<file path="config.mk">
export PLATFORM = sky130hd
export DESIGN_NAME = decode_stage_flat
export DESIGN_NICKNAME = d
export VERILOG_FILES = /design/src/rtl/decode_stage_if.sv /design/src/rtl/decode_stage.sv /design/src/flat_wrapper.sv
export SDC_FILE = /design/constraint.sdc
export NUM_CORES = 1
export LEC_CHECK = 0
export CORE_ASPECT_RATIO = 0.5
export CORE_UTILIZATION = 45
export CTS_CLUSTER_DIAMETER = 50
export DETAILED_ROUTE_END_ITERATION = 12
export PLACE_DENSITY = 0.91
export SETUP_SLACK_MARGIN = 0.4
export SYNTH_ARGS = -nofsm -noshare
export SYNTH_HDL_FRONTEND = slang
export SYNTH_SLANG_ARGS = --single-unit
</file>
<file path="constraint.sdc">
create_clock -name clk -period 6.7 [get_ports clk]
set_clock_uncertainty 0.15 [all_clocks]
set_input_delay 1.005 -clock clk [delete_from_list [all_inputs] [get_ports clk]]
set_output_delay 1.005 -clock clk [all_outputs]
set_load 0.005 [all_outputs]
</file>
<file path="src/rtl/decode_stage_if.sv">
// Fetch-to-decode and decode-to-execute signal bundle for decode_stage.
// The slave side is the decode stage. The master side is whatever drives fetch
// and consumes the decoded bundle.
interface decode_stage_if;
    logic [31:0] ir;
    logic [31:0] pc1;
    logic        if_valid;
    logic        ex_stall;
    logic        flush;
    logic        stall_fetch;
    logic        id_valid;
    logic [31:0] id_pc;
    logic [4:0]  id_rs1;
    logic [4:0]  id_rs2;
    logic [4:0]  id_rd;
    logic [31:0] id_imm;
    logic [3:0]  id_alu_op;
    logic        id_alu_src_imm;
    logic        id_reg_we;
    logic        id_mem_re;
    logic        id_mem_we;
    logic [2:0]  id_funct3;
    logic        id_is_branch;
    logic        id_is_jal;
    logic        id_is_jalr;
    logic        id_is_lui;
    logic        id_is_auipc;
    logic        id_illegal;

    modport slave (
        input  ir, pc1, if_valid, ex_stall, flush,
        output stall_fetch, id_valid, id_pc, id_rs1, id_rs2, id_rd, id_imm,
               id_alu_op, id_alu_src_imm, id_reg_we, id_mem_re, id_mem_we,
               id_funct3, id_is_branch, id_is_jal, id_is_jalr, id_is_lui,
               id_is_auipc, id_illegal
    );

    modport master (
        output ir, pc1, if_valid, ex_stall, flush,
        input  stall_fetch, id_valid, id_pc, id_rs1, id_rs2, id_rd, id_imm,
               id_alu_op, id_alu_src_imm, id_reg_we, id_mem_re, id_mem_we,
               id_funct3, id_is_branch, id_is_jal, id_is_jalr, id_is_lui,
               id_is_auipc, id_illegal
    );
endinterface

</file>
<file path="src/rtl/decode_stage.sv">
// RV32I decode stage. It decodes one instruction per cycle into a registered
// bundle and detects load-use hazards against the instruction currently held
// in decode.
module decode_stage (
    input  logic           clk,
    input  logic           reset,
    decode_stage_if.slave  bus
);
    localparam logic [6:0] OPC_LUI    = 7'h37;
    localparam logic [6:0] OPC_AUIPC  = 7'h17;
    localparam logic [6:0] OPC_JAL    = 7'h6F;
    localparam logic [6:0] OPC_JALR   = 7'h67;
    localparam logic [6:0] OPC_BRANCH = 7'h63;
    localparam logic [6:0] OPC_LOAD   = 7'h03;
    localparam logic [6:0] OPC_STORE  = 7'h23;
    localparam logic [6:0] OPC_OPIMM  = 7'h13;
    localparam logic [6:0] OPC_OP     = 7'h33;

    localparam logic [3:0] ALU_ADD   = 4'd0;
    localparam logic [3:0] ALU_SUB   = 4'd1;
    localparam logic [3:0] ALU_PASSB = 4'd10;

    typedef struct packed {
        logic        valid;
        logic [31:0] pc;
        logic [4:0]  rs1;
        logic [4:0]  rs2;
        logic [4:0]  rd;
        logic [31:0] imm;
        logic [3:0]  alu_op;
        logic        alu_src_imm;
        logic        reg_we;
        logic        mem_re;
        logic        mem_we;
        logic [2:0]  funct3;
        logic        is_branch;
        logic        is_jal;
        logic        is_jalr;
        logic        is_lui;
        logic        is_auipc;
        logic        illegal;
    } bundle_t;

    // funct3 -> ALU op. alt selects SUB for funct3 0 and SRA for funct3 5.
    function automatic logic [3:0] alu_sel(input logic [2:0] f3, input logic alt);
        case (f3)
            3'd0:    alu_sel = alt ? 4'd1 : 4'd0;
            3'd1:    alu_sel = 4'd2;
            3'd2:    alu_sel = 4'd3;
            3'd3:    alu_sel = 4'd4;
            3'd4:    alu_sel = 4'd5;
            3'd5:    alu_sel = alt ? 4'd7 : 4'd6;
            3'd6:    alu_sel = 4'd8;
            default: alu_sel = 4'd9;
        endcase
    endfunction

    bundle_t dec;
    bundle_t id_d, id_q;
    logic    load_use;
    logic    rs2_used;

    logic [6:0]  opcode;
    logic [31:0] imm_i, imm_s, imm_b, imm_u, imm_j;

    assign opcode = bus.ir[6:0];
    assign imm_i  = {{20{bus.ir[31]}}, bus.ir[31:20]};
    assign imm_s  = {{20{bus.ir[31]}}, bus.ir[31:25], bus.ir[11:7]};
    assign imm_b  = {{19{bus.ir[31]}}, bus.ir[31], bus.ir[7], bus.ir[30:25], bus.ir[11:8], 1'b0};
    assign imm_u  = {bus.ir[31:12], 12'b0};
    assign imm_j  = {{11{bus.ir[31]}}, bus.ir[31], bus.ir[19:12], bus.ir[20], bus.ir[30:21], 1'b0};

    // Combinational decode of the fetched word into a bundle.
    always_comb begin
        dec        = '0;
        rs2_used   = 1'b0;
        dec.valid  = bus.if_valid;
        dec.pc     = bus.pc1;
        dec.funct3 = bus.ir[14:12];
        dec.rs1    = bus.ir[19:15];
        dec.rd     = bus.ir[11:7];
        case (opcode)
            OPC_LUI: begin
                dec.is_lui = 1'b1; dec.imm = imm_u; dec.alu_op = ALU_PASSB;
                dec.alu_src_imm = 1'b1; dec.reg_we = 1'b1; dec.rs1 = 5'd0;
            end
            OPC_AUIPC: begin
                dec.is_auipc = 1'b1; dec.imm = imm_u; dec.alu_op = ALU_ADD;
                dec.alu_src_imm = 1'b1; dec.reg_we = 1'b1;
            end
            OPC_JAL: begin
                dec.is_jal = 1'b1; dec.imm = imm_j; dec.reg_we = 1'b1; dec.rs1 = 5'd0;
            end
            OPC_JALR: begin
                dec.is_jalr = 1'b1; dec.imm = imm_i; dec.alu_op = ALU_ADD;
                dec.alu_src_imm = 1'b1; dec.reg_we = 1'b1;
            end
            OPC_BRANCH: begin
                dec.is_branch = 1'b1; dec.imm = imm_b; dec.alu_op = ALU_SUB;
                rs2_used = 1'b1; dec.rd = 5'd0;
            end
            OPC_LOAD: begin
                dec.mem_re = 1'b1; dec.imm = imm_i; dec.alu_op = ALU_ADD;
                dec.alu_src_imm = 1'b1; dec.reg_we = 1'b1;
            end
            OPC_STORE: begin
                dec.mem_we = 1'b1; dec.imm = imm_s; dec.alu_op = ALU_ADD;
                dec.alu_src_imm = 1'b1; rs2_used = 1'b1; dec.rd = 5'd0;
            end
            OPC_OPIMM: begin
                dec.imm = imm_i; dec.alu_src_imm = 1'b1; dec.reg_we = 1'b1;
                // ir[30] is part of the immediate except for the right shifts
                dec.alu_op = alu_sel(bus.ir[14:12], (bus.ir[14:12] == 3'd5) && bus.ir[30]);
            end
            OPC_OP: begin
                dec.alu_op = alu_sel(bus.ir[14:12], bus.ir[30]);
                dec.reg_we = 1'b1; rs2_used = 1'b1;
            end
            default: begin
                dec.illegal = 1'b1; dec.rd = 5'd0;
            end
        endcase
        if (rs2_used) dec.rs2 = bus.ir[24:20];
        if (dec.rd == 5'd0) dec.reg_we = 1'b0;
    end

    // A load in decode whose destination feeds the incoming instruction.
    assign load_use = id_q.valid && id_q.mem_re && (id_q.rd != 5'd0) && bus.if_valid &&
                      ((dec.rs1 == id_q.rd) || (rs2_used && (dec.rs2 == id_q.rd)));

    assign bus.stall_fetch = reset && !bus.flush && (bus.ex_stall || load_use);

    // Next-state selection: flush beats a downstream stall, which beats a load-use bubble.
    always_comb begin
        id_d = dec;
        if (bus.flush) begin
            id_d       = id_q;
            id_d.valid = 1'b0;
        end else if (bus.ex_stall) begin
            id_d = id_q;
        end else if (load_use) begin
            id_d       = id_q;
            id_d.valid = 1'b0;
        end
    end

    // Registered decode bundle; synchronous reset clears every field.
    always_ff @(posedge clk) begin
        if (!reset) id_q <= '0;
        else        id_q <= id_d;
    end

    assign bus.id_valid       = id_q.valid;
    assign bus.id_pc          = id_q.pc;
    assign bus.id_rs1         = id_q.rs1;
    assign bus.id_rs2         = id_q.rs2;
    assign bus.id_rd          = id_q.rd;
    assign bus.id_imm         = id_q.imm;
    assign bus.id_alu_op      = id_q.alu_op;
    assign bus.id_alu_src_imm = id_q.alu_src_imm;
    assign bus.id_reg_we      = id_q.reg_we;
    assign bus.id_mem_re      = id_q.mem_re;
    assign bus.id_mem_we      = id_q.mem_we;
    assign bus.id_funct3      = id_q.funct3;
    assign bus.id_is_branch   = id_q.is_branch;
    assign bus.id_is_jal      = id_q.is_jal;
    assign bus.id_is_jalr     = id_q.is_jalr;
    assign bus.id_is_lui      = id_q.is_lui;
    assign bus.id_is_auipc    = id_q.is_auipc;
    assign bus.id_illegal     = id_q.illegal;
endmodule

</file>
<file path="src/flat_wrapper.sv">
// flat-port wrapper written by rule: the top's interface ports become plain ports
module decode_stage_flat 
  (clk, reset, bus_ir, bus_pc1, bus_if_valid, bus_ex_stall, bus_flush, bus_stall_fetch, bus_id_valid, bus_id_pc, bus_id_rs1, bus_id_rs2, bus_id_rd, bus_id_imm, bus_id_alu_op, bus_id_alu_src_imm, bus_id_reg_we, bus_id_mem_re, bus_id_mem_we, bus_id_funct3, bus_id_is_branch, bus_id_is_jal, bus_id_is_jalr, bus_id_is_lui, bus_id_is_auipc, bus_id_illegal);
  decode_stage_if bus_i ();
  input  logic clk;
  input  logic reset;
  input wire logic [$bits(bus_i.ir)-1:0] bus_ir;
  input wire logic [$bits(bus_i.pc1)-1:0] bus_pc1;
  input wire logic [$bits(bus_i.if_valid)-1:0] bus_if_valid;
  input wire logic [$bits(bus_i.ex_stall)-1:0] bus_ex_stall;
  input wire logic [$bits(bus_i.flush)-1:0] bus_flush;
  output wire logic [$bits(bus_i.stall_fetch)-1:0] bus_stall_fetch;
  output wire logic [$bits(bus_i.id_valid)-1:0] bus_id_valid;
  output wire logic [$bits(bus_i.id_pc)-1:0] bus_id_pc;
  output wire logic [$bits(bus_i.id_rs1)-1:0] bus_id_rs1;
  output wire logic [$bits(bus_i.id_rs2)-1:0] bus_id_rs2;
  output wire logic [$bits(bus_i.id_rd)-1:0] bus_id_rd;
  output wire logic [$bits(bus_i.id_imm)-1:0] bus_id_imm;
  output wire logic [$bits(bus_i.id_alu_op)-1:0] bus_id_alu_op;
  output wire logic [$bits(bus_i.id_alu_src_imm)-1:0] bus_id_alu_src_imm;
  output wire logic [$bits(bus_i.id_reg_we)-1:0] bus_id_reg_we;
  output wire logic [$bits(bus_i.id_mem_re)-1:0] bus_id_mem_re;
  output wire logic [$bits(bus_i.id_mem_we)-1:0] bus_id_mem_we;
  output wire logic [$bits(bus_i.id_funct3)-1:0] bus_id_funct3;
  output wire logic [$bits(bus_i.id_is_branch)-1:0] bus_id_is_branch;
  output wire logic [$bits(bus_i.id_is_jal)-1:0] bus_id_is_jal;
  output wire logic [$bits(bus_i.id_is_jalr)-1:0] bus_id_is_jalr;
  output wire logic [$bits(bus_i.id_is_lui)-1:0] bus_id_is_lui;
  output wire logic [$bits(bus_i.id_is_auipc)-1:0] bus_id_is_auipc;
  output wire logic [$bits(bus_i.id_illegal)-1:0] bus_id_illegal;
  assign bus_i.ir = bus_ir;
  assign bus_i.pc1 = bus_pc1;
  assign bus_i.if_valid = bus_if_valid;
  assign bus_i.ex_stall = bus_ex_stall;
  assign bus_i.flush = bus_flush;
  assign bus_stall_fetch = bus_i.stall_fetch;
  assign bus_id_valid = bus_i.id_valid;
  assign bus_id_pc = bus_i.id_pc;
  assign bus_id_rs1 = bus_i.id_rs1;
  assign bus_id_rs2 = bus_i.id_rs2;
  assign bus_id_rd = bus_i.id_rd;
  assign bus_id_imm = bus_i.id_imm;
  assign bus_id_alu_op = bus_i.id_alu_op;
  assign bus_id_alu_src_imm = bus_i.id_alu_src_imm;
  assign bus_id_reg_we = bus_i.id_reg_we;
  assign bus_id_mem_re = bus_i.id_mem_re;
  assign bus_id_mem_we = bus_i.id_mem_we;
  assign bus_id_funct3 = bus_i.id_funct3;
  assign bus_id_is_branch = bus_i.id_is_branch;
  assign bus_id_is_jal = bus_i.id_is_jal;
  assign bus_id_is_jalr = bus_i.id_is_jalr;
  assign bus_id_is_lui = bus_i.id_is_lui;
  assign bus_id_is_auipc = bus_i.id_is_auipc;
  assign bus_id_illegal = bus_i.id_illegal;
  decode_stage u_core (.clk(clk), .reset(reset), .bus(bus_i));
endmodule
</file>
# After elaboration in Yosys (flattened, before gate mapping)

Cells that the tools add are included.

Register bits after elaboration: 97
Bits of input ports: 69
Output and inout bits: 98
Word-level logic and storage cells: 86

Eq/ne operators: 17
Mux-type cells: 24
Bitwise gates (word level): 4
Reductions and logical operators: 23

Operators by type and width:

| operator                                             | number |
|---|---|
| case mux 32 bit (5 select lines)                     | 1 |
| 2-to-1 mux 97 bit                                    | 1 |
| case mux 4 bit (7 select lines)                      | 2 |
| equality test 7 x 6 -> 1 bit (second input constant) | 3 |
| equality test 7 bit (second input constant)          | 3 |
| 2-to-1 mux 1 bit                                     | 16 |
| case mux 4 bit (4 select lines)                      | 1 |
| 2-to-1 mux 5 bit                                     | 3 |
| equality test 7 x 5 -> 1 bit (second input constant) | 2 |
| equality test 5 bit                                  | 2 |
| equality test 3 bit (second input constant)          | 3 |
| OR reduction 9 bit                                   | 1 |
| logical AND 1 bit                                    | 8 |
| equality test 7 x 2 -> 1 bit (second input constant) | 1 |
| OR reduction 7 bit                                   | 1 |
| equality test 3 x 2 -> 1 bit (second input constant) | 2 |
| OR reduction 2 bit                                   | 3 |
| OR reduction 3 bit                                   | 2 |
| OR reduction 6 bit                                   | 1 |
| zero test 5 bit                                      | 1 |
| nonzero test 5 bit                                   | 1 |
| inverter 1 bit                                       | 4 |
| equality test 3 x 1 -> 1 bit (second input constant) | 1 |
| zero test 3 bit                                      | 1 |
| other kinds (3)                                      | 4 |

# Depth between registers and ports, before layout

Gate-level depths: netlist of the first run.

Depth in word-level cells: 10
Gate-level depth with buffers: 8
Mapped depth without buffers: 5

# Least setup slack after synthesis of the first run

OpenSTA, ideal clock, no wires.

Path kind: in2out
Start point: input bus_ir[3]
End point: output bus_stall_fetch
Arrival time: 2.386 ns
Data required time: 5.545 ns
Path slack: 3.159 ns
Stages: 7
Buffers on the path: 2
Cell sequence: buf_6 -> and3b_1 -> o211a_1 -> nor4_4 -> clkbuf_1 -> nor3_1 -> nor3_1

Longest elaborated chain between the ends: 10
Elaborated cells between the ends (all ways): 17
Those cells by class: eq/ne: 7; mux: 3; reduce/logical: 7

Ends and longest elaborated chain:

| what                                                                | RTL line            | source |
|---|---|---|
| from (decl)                                                         | flat_wrapper.sv:7   | `input wire logic [$bits(bus_i.ir)-1:0] bus_ir;` |
| equality test 7 bit or equality test 7 x 6 -> 1 bit (tied branches) | decode_stage.sv:82  | `case (opcode)` |
| OR reduction 3 bit (no source line)                                 | -                   |  |
| 2-to-1 mux 1 bit                                                    | decode_stage.sv:82  |  |
| 2-to-1 mux 5 bit                                                    | decode_stage.sv:123 | `if (rs2_used) dec.rs2 = bus.ir[24:20];` |
| equality test 5 bit                                                 | decode_stage.sv:129 | `((dec.rs1 == id_q.rd) \|\| (rs2_used && (dec.rs2 == id_q.rd)));` |
| logical AND 1 bit                                                   | decode_stage.sv:129 |  |
| logical OR 1 bit (*)                                                | decode_stage.sv:129 |  |
| logical AND 1 bit (*)                                               | decode_stage.sv:128 | `assign load_use = id_q.valid && id_q.mem_re && (id_q.rd != 5'd0) && bus.if_valid &&` |
| logical OR 1 bit (*)                                                | decode_stage.sv:131 | `assign bus.stall_fetch = reset && !bus.flush && (bus.ex_stall \|\| load_use);` |
| logical AND 1 bit (*)                                               | decode_stage.sv:131 |  |
| to (decl)                                                           | flat_wrapper.sv:12  | `output wire logic [$bits(bus_i.stall_fetch)-1:0] bus_stall_fetch;` |

Mark *: on every way between the ends. The rest lies on a longest branch, timed or not.

# Final worst setup path of the first run

Start point: input bus_ir[4]
End point: output bus_stall_fetch

The elaborated chain is that of the path after synthesis.

==> results.md, run 1 <==
- Io pins: 167
- Seq/Total Area, Yosys: 0.4281
- Post-DP HPWL: 9190 um
- Worst Path Arrival: 3650 ps
- Initial antenna violation count: 0
- Longest Clk Path Bufs: 2
- Post-CTS resize count: 0
- Synth-to-layout area growth: 42.01%
- CP max FO: 42
- Cell with the most instances after synthesis: dfxtp_1
- Htree depth: 3
- Gate Count Post-Synth: 529
- Largest stage delay, worst path: 700 ps
- Vias: 4,780
- Final setup fails: 0
- Mean Syn Cell Area: 8.574 um^2
- Post-Synth XOR/XNOR Area: 0.01931
- Crit path required time: 5540 ps
- Pleak: 2.220 nW
- Vias in the first global route: 4,416
- Final worst-path setup slack: 1890 ps
- Cells on worst reg2reg path: 6
- Worst vdd ir: 0.0001179 V
- Avg WL per Cell: 18.06 um
- DRT Pass-1 Iters: 5
- Met1 GRT Util: 0.3346
- Routability Congestion: 0.8852
- Share of flip-flops with an asynchronous set or reset: 0
- Clk_lat worst skew: 350 ps
- RSZ-0062 raised after global routing: false
- Max Cap Viol: 0
- Die area: 10,510 um^2
- Residual DRC: 0
- Worst Setup EP: bus_stall_fetch
- Adder-Cell Fraction of Synth Area: 0
- Hold path depth: 2
- Final Hold Vio Count: 0
- Post-Synth Simple-Gate Area: 0.1782
- Overflow after GRT: 0
- Synthesized area: 4536 um^2
- Height of the die: 72.99 um
- Global-route wire length before repair: 22,080 um
- Nets: 728
- Largest family of logic cells by synthesized area: compound AO/OA/AOI/OAI gates
- Post-synth top area share: 0.4281
- HP Class: reg2reg
- Top post-synthesis cells by count: dfxtp_1 (97), a21oi_1 (83), nand3_1 (50)
- Die X-Extent: 144.0 um
- Post-synth top area cell: dfxtp_1
- GRT Total Usage: 0.2709
- Syn Nets: 598
- Nature of the critical path startpoint: input pin
- Number of port buffers: 166
- R2R Path End: u_core.bus.id_mem_re$_SDFFE_PN0P_
- Iteration-0 DRC Markers: 549
- Pins Over Slew Limit: 0
- Root Buffer: clkbuf_16
- Crit end category: primary output
- Synth warnings: 0
- Largest net degree at the start of global routing: 85
- Rows: 25
- Compound-gate portion of the synthesized area: 0.2706
- ANT nets after route: 0
- Setup Fix Bufs, Post-CTS: 0
- Setup TNS: 0 ps
- Critical Path Source: bus_ir[4]
- Top FF cell, synth: dfxtp_1
- Maximum clock frequency: 207.9 MHz
- Reg2reg setup slack: 3150 ps
- Global routing's busiest layer: met2
- Status: finished clean
- EDFF count, synth: 0
- Mux contribution to synthesized area: 0.03090
- Core Footprint: 9603 um^2
- Antenna Cells: 0
- Initial Util: 0.4723
- Cells along the critical path: clkdlybuf4s50_1 -> and3b_1 -> o211a_1 -> nor4_4 -> buf_4 -> nor3_1 -> nor3_1 -> clkdlybuf4s50_1
- Worst hold margin: 306.1 ps
- DRT Wirelength: 14,430 um
- Worst R2R Start: u_core.bus.id_rd[1]$_SDFFE_PN0P_
- Pwr per Cell Area: 213.4 nW/um^2
- Clk slew on worst S/H paths: 70 ps
- FF+latch count, synth: 97
- Vias/cell: 5.982
- Layout cells sized above 1: 0.06777
- Cts hold-fix bufs: 0
- GR Util met2: 0.4557
- Slew HR: 0.2460
- Final min period: 4810 ps
- Cell variety after synth: 52
- Tcrit/Tclk final: 0.7179
- Clk sink count: 97
- Worst slew pin tran: 1128 ps
- CTS tree: yes
- GR Util met3: 0.07808
- Synth area leaders: dfxtp_1 (43%), a21oi_1 (9.2%), nand3_1 (5.5%)
- CP Class: in2out
- CP max-delay cell: clkdlybuf4s50_1
- CTS Buf Count: 9
- Pre-CTS setup slack: 1922 ps
## cell families (layout without fill, tap and decap cells)
family	count (synthesis)	count (layout)
AOI/OAI and AO/OA	200	200
xor gates and xnor gates	10	10
buffers and inverters	60	195
DFF	97	97
muxes	14	14
and+or+nand+nor	148	148
## layer usage
metal,vias to the layer above,routed length [um]
li1,2205,-
met1,2229,5880
met2,297,6877
met3,49,1339
met4,0,335
met5,-,0
## where the power goes
group          internal, W  total [W]  switching, W
Clock             0.000339   0.000573      0.000234
Sequential        0.000599   0.000610     0.0000118
Combinational     0.000103   0.000191     0.0000888
## worst max-delay path, delay by kind of cell
kind | cells | cell delay (ps)
and+or+nand+nor | 4 | 750
buffers and inverters | 3 | 1630
AOI/OAI and AO/OA | 1 | 260
## sequential cells by signal, summed over array words and instances (netlist names)
| register | count |
|---|---|
| u_core.bus.id_imm | 32 |
| u_core.bus.id_pc | 32 |
| u_core.bus.id_rd | 5 |
| u_core.bus.id_rs1 | 5 |
| u_core.bus.id_rs2 | 5 |
| u_core.bus.id_alu_op | 4 |
| u_core.bus.id_funct3 | 3 |
| u_core.bus.id_alu_src_imm | 1 |
| u_core.bus.id_illegal | 1 |
| u_core.bus.id_is_auipc | 1 |
| u_core.bus.id_is_branch | 1 |
| u_core.bus.id_is_jal | 1 |
| u_core.bus.id_is_jalr | 1 |
| u_core.bus.id_is_lui | 1 |
| u_core.bus.id_mem_re | 1 |
| u_core.bus.id_mem_we | 1 |
| u_core.bus.id_reg_we | 1 |
| u_core.bus.id_valid | 1 |
## area by class of cell
cell class	count	area, um^2
Clock buffer	10	239.0
Clock inverter	6	87.58
Fill cell	754	3162
Inverter	7	26.28
Multi-Input combinational cell	372	2271
Sequential cell	97	1942
Tap cell	135	168.9
Timing Repair Buffer	172	1707
## cell usage in the layout (no fill, tap or decap), drive strengths merged, types with 2 or more instances in the layout
| cell type | synthesis | routed |
|---|---|---|
| a211oi | 29 | 29 |
| a21oi | 87 | 87 |
| a221oi | 2 | 2 |
| a22oi | 4 | 4 |
| a31oi | 4 | 4 |
| a41o | 2 | 2 |
| and2 | 4 | 4 |
| and3 | 3 | 3 |
| and3b | 3 | 3 |
| buf | 29 | 6 |
| bufinv | 0 | 2 |
| clkbuf | 24 | 10 |
| clkdlybuf4s50 | 0 | 166 |
| clkinv | 1 | 2 |
| dfxtp | 97 | 97 |
| inv | 6 | 9 |
| mux2i | 14 | 14 |
| nand2 | 44 | 44 |
| nand2b | 3 | 3 |
| nand3 | 51 | 51 |
| nand4 | 17 | 17 |
| nor2 | 6 | 6 |
| nor2b | 2 | 2 |
| nor3 | 4 | 4 |
| nor4 | 3 | 3 |
| o211ai | 2 | 2 |
| o21ai | 60 | 60 |
| o41a | 2 | 2 |
| o41ai | 2 | 2 |
| or4 | 4 | 4 |
| xnor2 | 10 | 10 |
## stage by stage
step	utilization	cell area (um^2)	power (W)	instances
after detailed placement	0.6367	6115	0.0008111	783
after global placement	0.6367	6115	0.0008069	783
after floorplan	-	4536	0.0007069	529
after global routing	0.6707	6441	0.001417	799
after CTS	0.6707	6441	0.001375	799
final	0.6707	6441	0.001375	799
## worst min path at each step
stage | startpoint | slack, ps | endpoint
finish | u_core.bus.id_rs1[1]$_SDFFE_PN0P_ | 310 | u_core.bus.id_rs1[1]$_SDFFE_PN0P_
CTS | u_core.bus.id_rs1[1]$_SDFFE_PN0P_ | 310 | u_core.bus.id_rs1[1]$_SDFFE_PN0P_
global route | u_core.bus.id_rs1[2]$_SDFFE_PN0P_ | 330 | u_core.bus.id_rs1[2]$_SDFFE_PN0P_
detailed placement | u_core.bus.id_rs1[1]$_SDFFE_PN0P_ | 300 | u_core.bus.id_rs1[1]$_SDFFE_PN0P_
global placement | u_core.bus.id_rs2[0]$_SDFFE_PN0P_ | 290 | u_core.bus.id_rs2[0]$_SDFFE_PN0P_
floorplan | u_core.bus.id_illegal$_SDFFE_PN0P_ | 290 | u_core.bus.id_illegal$_SDFFE_PN0P_
No activity file was read; power rests on OpenSTA's default activity.
==> inputs of run 2 (changes only) <==
--- a/config.mk
+++ b/config.mk
@@ -6,10 +6,10 @@
 export NUM_CORES = 1
 export LEC_CHECK = 0
 export CORE_ASPECT_RATIO = 0.5
-export CORE_UTILIZATION = 45
+export CORE_UTILIZATION = 40
 export CTS_CLUSTER_DIAMETER = 50
 export DETAILED_ROUTE_END_ITERATION = 12
-export PLACE_DENSITY = 0.91
+export PLACE_DENSITY = 0.86
 export SETUP_SLACK_MARGIN = 0.4
 export SYNTH_ARGS = -nofsm -noshare
 export SYNTH_HDL_FRONTEND = slang
==> constraint.sdc (replaced) <==
create_clock -name clk -period 4.1 [get_ports clk]
set_clock_uncertainty 0.15 [all_clocks]
set_input_delay 0.615 -clock clk [delete_from_list [all_inputs] [get_ports clk]]
set_output_delay 0.615 -clock clk [all_outputs]
set_load 0.005 [all_outputs]
==> run 2 against run 1 <==
The run now ends with design-rule violations left; clock power increased by 52%; routed wire length increased by 0.73%; critical path depth decreased by 1; clock-buffer cell count unchanged; total power increased by 59%; worst hold slack got worse by 4.6 ps; sequential power increased by 64%; combinational power increased by 65%; highest routed layer unchanged.
==> results.md, run 2 (synthesized netlist as in run 1, its figures left out) <==
- Nets: 736 (was 728)
- Routability Congestion: 0.8845 (was 0.8852)
- Tcrit/Tclk final: 0.8540
- Setup Fix Bufs, Post-CTS: 0 (unchanged)
- Top routing layer in use: met4 (unchanged)
- Register Area: 1942 um^2 (unchanged)
- Post-DP HPWL: 9853 um (was 9190 um)
- Psw: 0.0005425 W (was 0.0003346 W)
- Initial antenna violation count: 0 (unchanged)
- Nature of the critical path startpoint: input pin (unchanged)
- Pleak: 2.253 nW (was 2.220 nW)
- Placed insts: 801 (was 783)
- Metal1 wirelength: 6619 um (was 5880 um)
- Height of the die: 77.30 um (was 72.99 um)
- Die area: 11,790 um^2 (was 10,510 um^2)
- CTS Buf Count: 9 (unchanged)
- DP Area: 6187 um^2 (was 6115 um^2)
- Crit end category: primary output (unchanged)
- Vias/cell: 5.665 (was 5.982)
- Core Footprint: 11,010 um^2 (was 9603 um^2)
- Overflow after GRT: 0 (unchanged)
- Multi-input logic area: 2277 um^2 (was 2271 um^2)
- Htree depth: 3 (unchanged)
- Clk sink count: 97 (unchanged)
- Final Hold Vio Count: 0 (unchanged)
- Worst Path Arrival: 2740 ps (was 3650 ps)
- Clk_lat worst skew: 350 ps (about the same)
- Io pins: 167 (unchanged)
- Final Non-Filler Cells: 817 (was 799)
- Logic pwr share: 0.145 (was 0.139)
- CP Class: in2out (unchanged)
- Worst slew pin tran: 1114 ps (was 1128 ps)
- Iteration-0 DRC Markers: 598 (was 549)
- Pins Over Slew Limit: 0 (unchanged)
- Longest Clk Path Bufs: 2 (unchanged)
- Synth-to-layout area growth: 43.31% (was 42.01%)
- Root Buffer: clkbuf_16 (unchanged)
- Initial Util: 0.4118 (was 0.4723)
- Maximum clock frequency: 285.6 MHz
- Number of port buffers: 166 (unchanged)
- Pre-CTS setup slack: 406.0 ps (was 1922 ps)
- Avg WL per Cell: 17.79 um (was 18.06 um)
- GRT Total Usage: 0.2397 (was 0.2709)
- Final setup fails: 0 (unchanged)
- P_int: 0.001640 W (was 0.001040 W)
- Slew HR: 0.2555 (was 0.2460)
- Commonest non-fill, non-tap cell in the layout: clkdlybuf4s50_1 (unchanged)
- Worst vdd ir: 0.0001911 V (was 0.0001179 V)
- Residual DRC: 8 (was 0)
- Antenna Cells: 0 (unchanged)
- Final min period: 3502 ps
- Vias in the first global route: 4,177 (was 4,416)
- CTS tree: yes (unchanged)
- RSZ-0062 raised after global routing: false (unchanged)
- Setup TNS: 0 ps (unchanged)
- Crit path required time: 3340 ps (was 5540 ps)
- Leading cell types in the layout, fill and taps excluded: clkdlybuf4s50_1 (165), dfxtp_1 (97), a21oi_1 (83) (was clkdlybuf4s50_1 (166), dfxtp_1 (97), a21oi_1 (83))
- Global-route wire length before repair: 22,470 um (was 22,080 um)
- HP Class: reg2reg (unchanged)
- Largest net degree at the start of global routing: 48 (was 85)
- DRT Pass-1 Iters: 9 (was 5)
- Sequential Power Share: 0.457 (was 0.444)
- ANT nets after route: 0 (unchanged)
- Clk slew on worst S/H paths: 60 ps (was 70 ps)
- Metal2 WL: 6884 um (was 6877 um)
- CP max FO: 8 (was 42)
- Max Cap Viol: 0 (unchanged)
- Tot Pwr: 0.002183 W (was 0.001375 W)
- Finished layout cell area: 6500 um^2 (was 6441 um^2)
- Violated checks: design-rule violations
- Met3 WL: 788 um (was 1339 um)
- Status: finished, violations left (was finished clean)
- Vias: 4,628 (was 4,780)
- Pwr per Cell Area: 335.8 nW/um^2 (was 213.4 nW/um^2)
- DRT Wirelength: 14,540 um (was 14,430 um)
- Rows: 27 (was 25)
- Filler instances: 956 (was 754)
- Final worst-path setup slack: 598.5 ps (was 1890 ps)
- Sw frac: 0.2486 (was 0.2434)
- Die X-Extent: 152.6 um (was 144.0 um)
- Clock power share: 0.398 (was 0.417)
- Layout cells sized above 1: 0.08036 (was 0.06777)
==> run 2: changes by cell type in the layout (fill, tap and decap cells not counted) <==
cell | before | now
clkinvlp_4 | 0 | 1
buf_4 | 6 | 14
clkdlybuf4s50_1 | 166 | 165
bufinv_16 | 2 | 1
dlymetal6s2s_1 | 0 | 1
nor4_1 | 2 | 1
nor4_2 | 0 | 1
==> run 2: final timing paths <==
path                                     start  depth (start not counted)                           endpoint  slack (ps)
max                                  bus_ir[4]                          7                    bus_stall_fetch         600
min          u_core.bus.id_rs2[0]$_SDFFE_PN0P_                          2  u_core.bus.id_rs2[0]$_SDFFE_PN0P_         300
max reg2reg   u_core.bus.id_rd[1]$_SDFFE_PN0P_                          5   u_core.bus.id_rd[4]$_SDFFE_PN0P_        1370
min reg2reg  u_core.bus.id_rs2[0]$_SDFFE_PN0P_                          2  u_core.bus.id_rs2[0]$_SDFFE_PN0P_         300
==> run 2: final cells by class <==
| type | instances | share of cell area |
|---|---|---|
| Timing Repair Buffer | 180 | 0.2722 |
| Multi-Input combinational cell | 372 | 0.3503 |
| Tap cell | 145 | 0.02791 |
| Clock buffer | 10 | 0.03677 |
| Sequential cell | 97 | 0.2987 |
| Clock inverter | 6 | 0.01001 |
| Inverter | 7 | 0.004042 |
==> run 2: worst max-delay path, stage by stage <==
cell and delay [ps]:
clkdlybuf4s50_1 610, and3b_1 210, o211a_1 270, nor4_4 260, nor3_1 90, nor3_1 150, clkdlybuf4s50_1 540
==> run 2: layer usage <==
layer | global-route usage | up-vias
met1 | 0.3158 | 2231
met4 | 0.08081 | 0
met5 | 0 | -
met2 | 0.3885 | 149
li1 | - | 2226
met3 | 0.05257 | 22
==> run 2: what timing repair did <==
action,4_1_cts,5_1_grt
hold buffers,0,0
gates resized for setup,0,2
endpoints found under the hold margin,0,0
endpoints found under the setup margin,0,1
==> run 2: power groups by stage <==
stage          sequential, W  clock (W)  combinational, W
2_1_floorplan        0.00102          0          0.000135
6_report            0.000998   0.000870          0.000316
4_1_cts             0.000997   0.000884          0.000314
3_3_place_gp         0.00102          0          0.000309
3_5_place_dp         0.00102          0          0.000312
5_1_grt              0.00100   0.000928          0.000337
==> run 2: metrics by stage <==
stage                     hold WS, ps  utilization
after CTS                       302.4       0.5894
after global placement          287.2       0.5618
after floorplan                 294.7            -
after detailed placement        291.8       0.5618
final                           301.6       0.5902
after global routing            326.3       0.5902
==> variant (config.mk and constraints of run 2) <==
Make the reset (`reset`) asynchronous in one clocked block. Comments in the files are not updated.
--- a/src/rtl/decode_stage.sv
+++ b/src/rtl/decode_stage.sv
@@ -145,7 +145,7 @@
     end
 
     // Registered decode bundle; synchronous reset clears every field.
-    always_ff @(posedge clk) begin
+    always_ff @(posedge clk or negedge reset) begin
         if (!reset) id_q <= '0;
         else        id_q <= id_d;
     end
Formal check against the unedited RTL: differs if reset is asserted again (counterexample within 4 cycles, from zero or initial values and one cycle with reset low); with reset held inactive, the same outputs for 4 cycles.
==> variant against run 2 <==
- setup slack worse by 0.090 ns
- synthesized area grew 0.69%
- power is 15% higher
- count of clock-buffer cells in the layout decreased by 1
- wire length decreased by 9.3%
- sequential cell count is the same
- clock power increased by 3.9%
- fmax fell by 2.5%
- register-to-register slack lost 0.67 ns
- final area grew 4.1%
- critical endpoint unchanged
- largest cell class is now flip-flops and latches
- highest routed layer unchanged
==> variant: results (changes against run 2) <==
| Metric | Value |
|---|---|
| Outcome | `complete, no violations` |
| # clk buffers | `9 (-1)` |
| WL/cell | `18.5 µm (+4.2%)` |
| Pre-CTS setup slack | `0.0692 ns (-0.337 ns)` |
| Largest net degree at the start of global routing | `51 (+6.3%)` |
| Peak VDD IR | `196 µV (+2.3%)` |
| Non-CTS inverters | `15 (+8)` |
| Routing usage on met3 | `6.31% (+1.1 points)` |
| Gr usage total | `23.0% (-0.97 points)` |
| Fillcell total | `835 (-13%)` |
| Reg2reg start | `u_core.bus.id_rd[1]$_DFFE_PN0P_` |
| Worst rel slew slack | `50.6% (+25 points)` |
| Multi-input logic portion of the cell area | `29.1% (-5.9 points)` |
| Met2 wire len | `6380 µm (-7.3%)` |
| CP max FO | `3 (-5)` |
| Starting DRT DRC Count | `269 (-55%)` |
| Top FF cell, synth | `dfrtp_1` |
| Vias in the first global route | `4043 (-3.2%)` |
| Post-DP HPWL | `9410 µm (-4.5%)` |
| Via count | `3895 (-16%)` |
| GR Util met1 | `28.7% (-2.9 points)` |
| Number of iterations in the first detailed-routing pass | `5 (-4)` |
| First-pass GRT wire length | `21100 µm (-6.1%)` |
| Hold Worst Slack | `0.251 ns (-0.0502 ns)` |
| Syn Std Cell Area | `4570 µm² (+0.69%)` |
| Most frequent cells after synthesis | `dfrtp_1 (97), nand2_1 (39), mux2_2 (23), o22a_1 (23), mux2_1 (22)` |
| Layout net count | `631 (-14%)` |
| Grt met2 use | `38.2% (-0.68 points)` |
| Hold/Removal Path Class | `input port to async pin` |
| Largest cells by area after synthesis | `dfrtp_1 (53%), mux2_2 (5.7%), mux2_1 (5.4%)` |
| Post-CTS Resized | `6 (+6)` |
| Worst R2R Setup Slack | `0.70 ns (-0.67 ns)` |
| Arrival time worst endpoint | `2.83 ns (+0.09 ns)` |
| FF/Latch Area | `2430 µm² (+25%)` |
| Layout clock area frac | `4.70% (+0.017 points)` |
| Asr flop ratio synth | `100% (+100 points)` |
| Final std cells w/o fill | `711 (-13%)` |
| Syn Area/Cell | `11.5 µm² (+35%)` |
| Placer congestion estimate | `0.905 (+2.3%)` |
| #MultiIn Comb | `254 (-32%)` |
| Distinct cells, synth | `44 (-15%)` |
| Max incr delay on CP | `0.49 ns (-0.12 ns)` |
| Leakage | `2.85 nW (+27%)` |
| Post-route met1 wirelength | `5620 µm (-15%)` |
| FF-to-FF End | `u_core.bus.id_pc[5]$_DFFE_PN0P_` |
| Sw frac | `24.2% (-0.64 points)` |
-- variant: power groups by stage --
stage / sequential, mW / clock (mW) / combinational (mW)
after global placement: 1.12 / 0 / 0.482
after detailed placement: 1.12 / 0 / 0.493
after global routing: 1.12 / 0.957 / 0.530
after floorplan: 1.12 / 0 / 0.157
after CTS: 1.10 / 0.920 / 0.498
final: 1.10 / 0.904 / 0.495
-- variant: cells by family (layout without fill, tap and decap cells) --
family,Yosys count,count (layout),synth area share [%]
buf+inv,45,215,4.58
simple gates,88,88,9.67
mux,58,58,13.9
compound gates,101,101,17.3
xor+xnor,7,7,1.34
flops,97,97,53.2
-- variant: worst max-delay path by stage --
stage	cells after the start	slack (ns)	end
2_1_floorplan	9	0.78	bus_stall_fetch
3_3_place_gp	8	0.11	bus_stall_fetch
3_5_place_dp	8	0.07	bus_stall_fetch
4_1_cts	10	0.42	bus_stall_fetch
5_1_grt	8	0.37	bus_stall_fetch
6_report	8	0.51	bus_stall_fetch
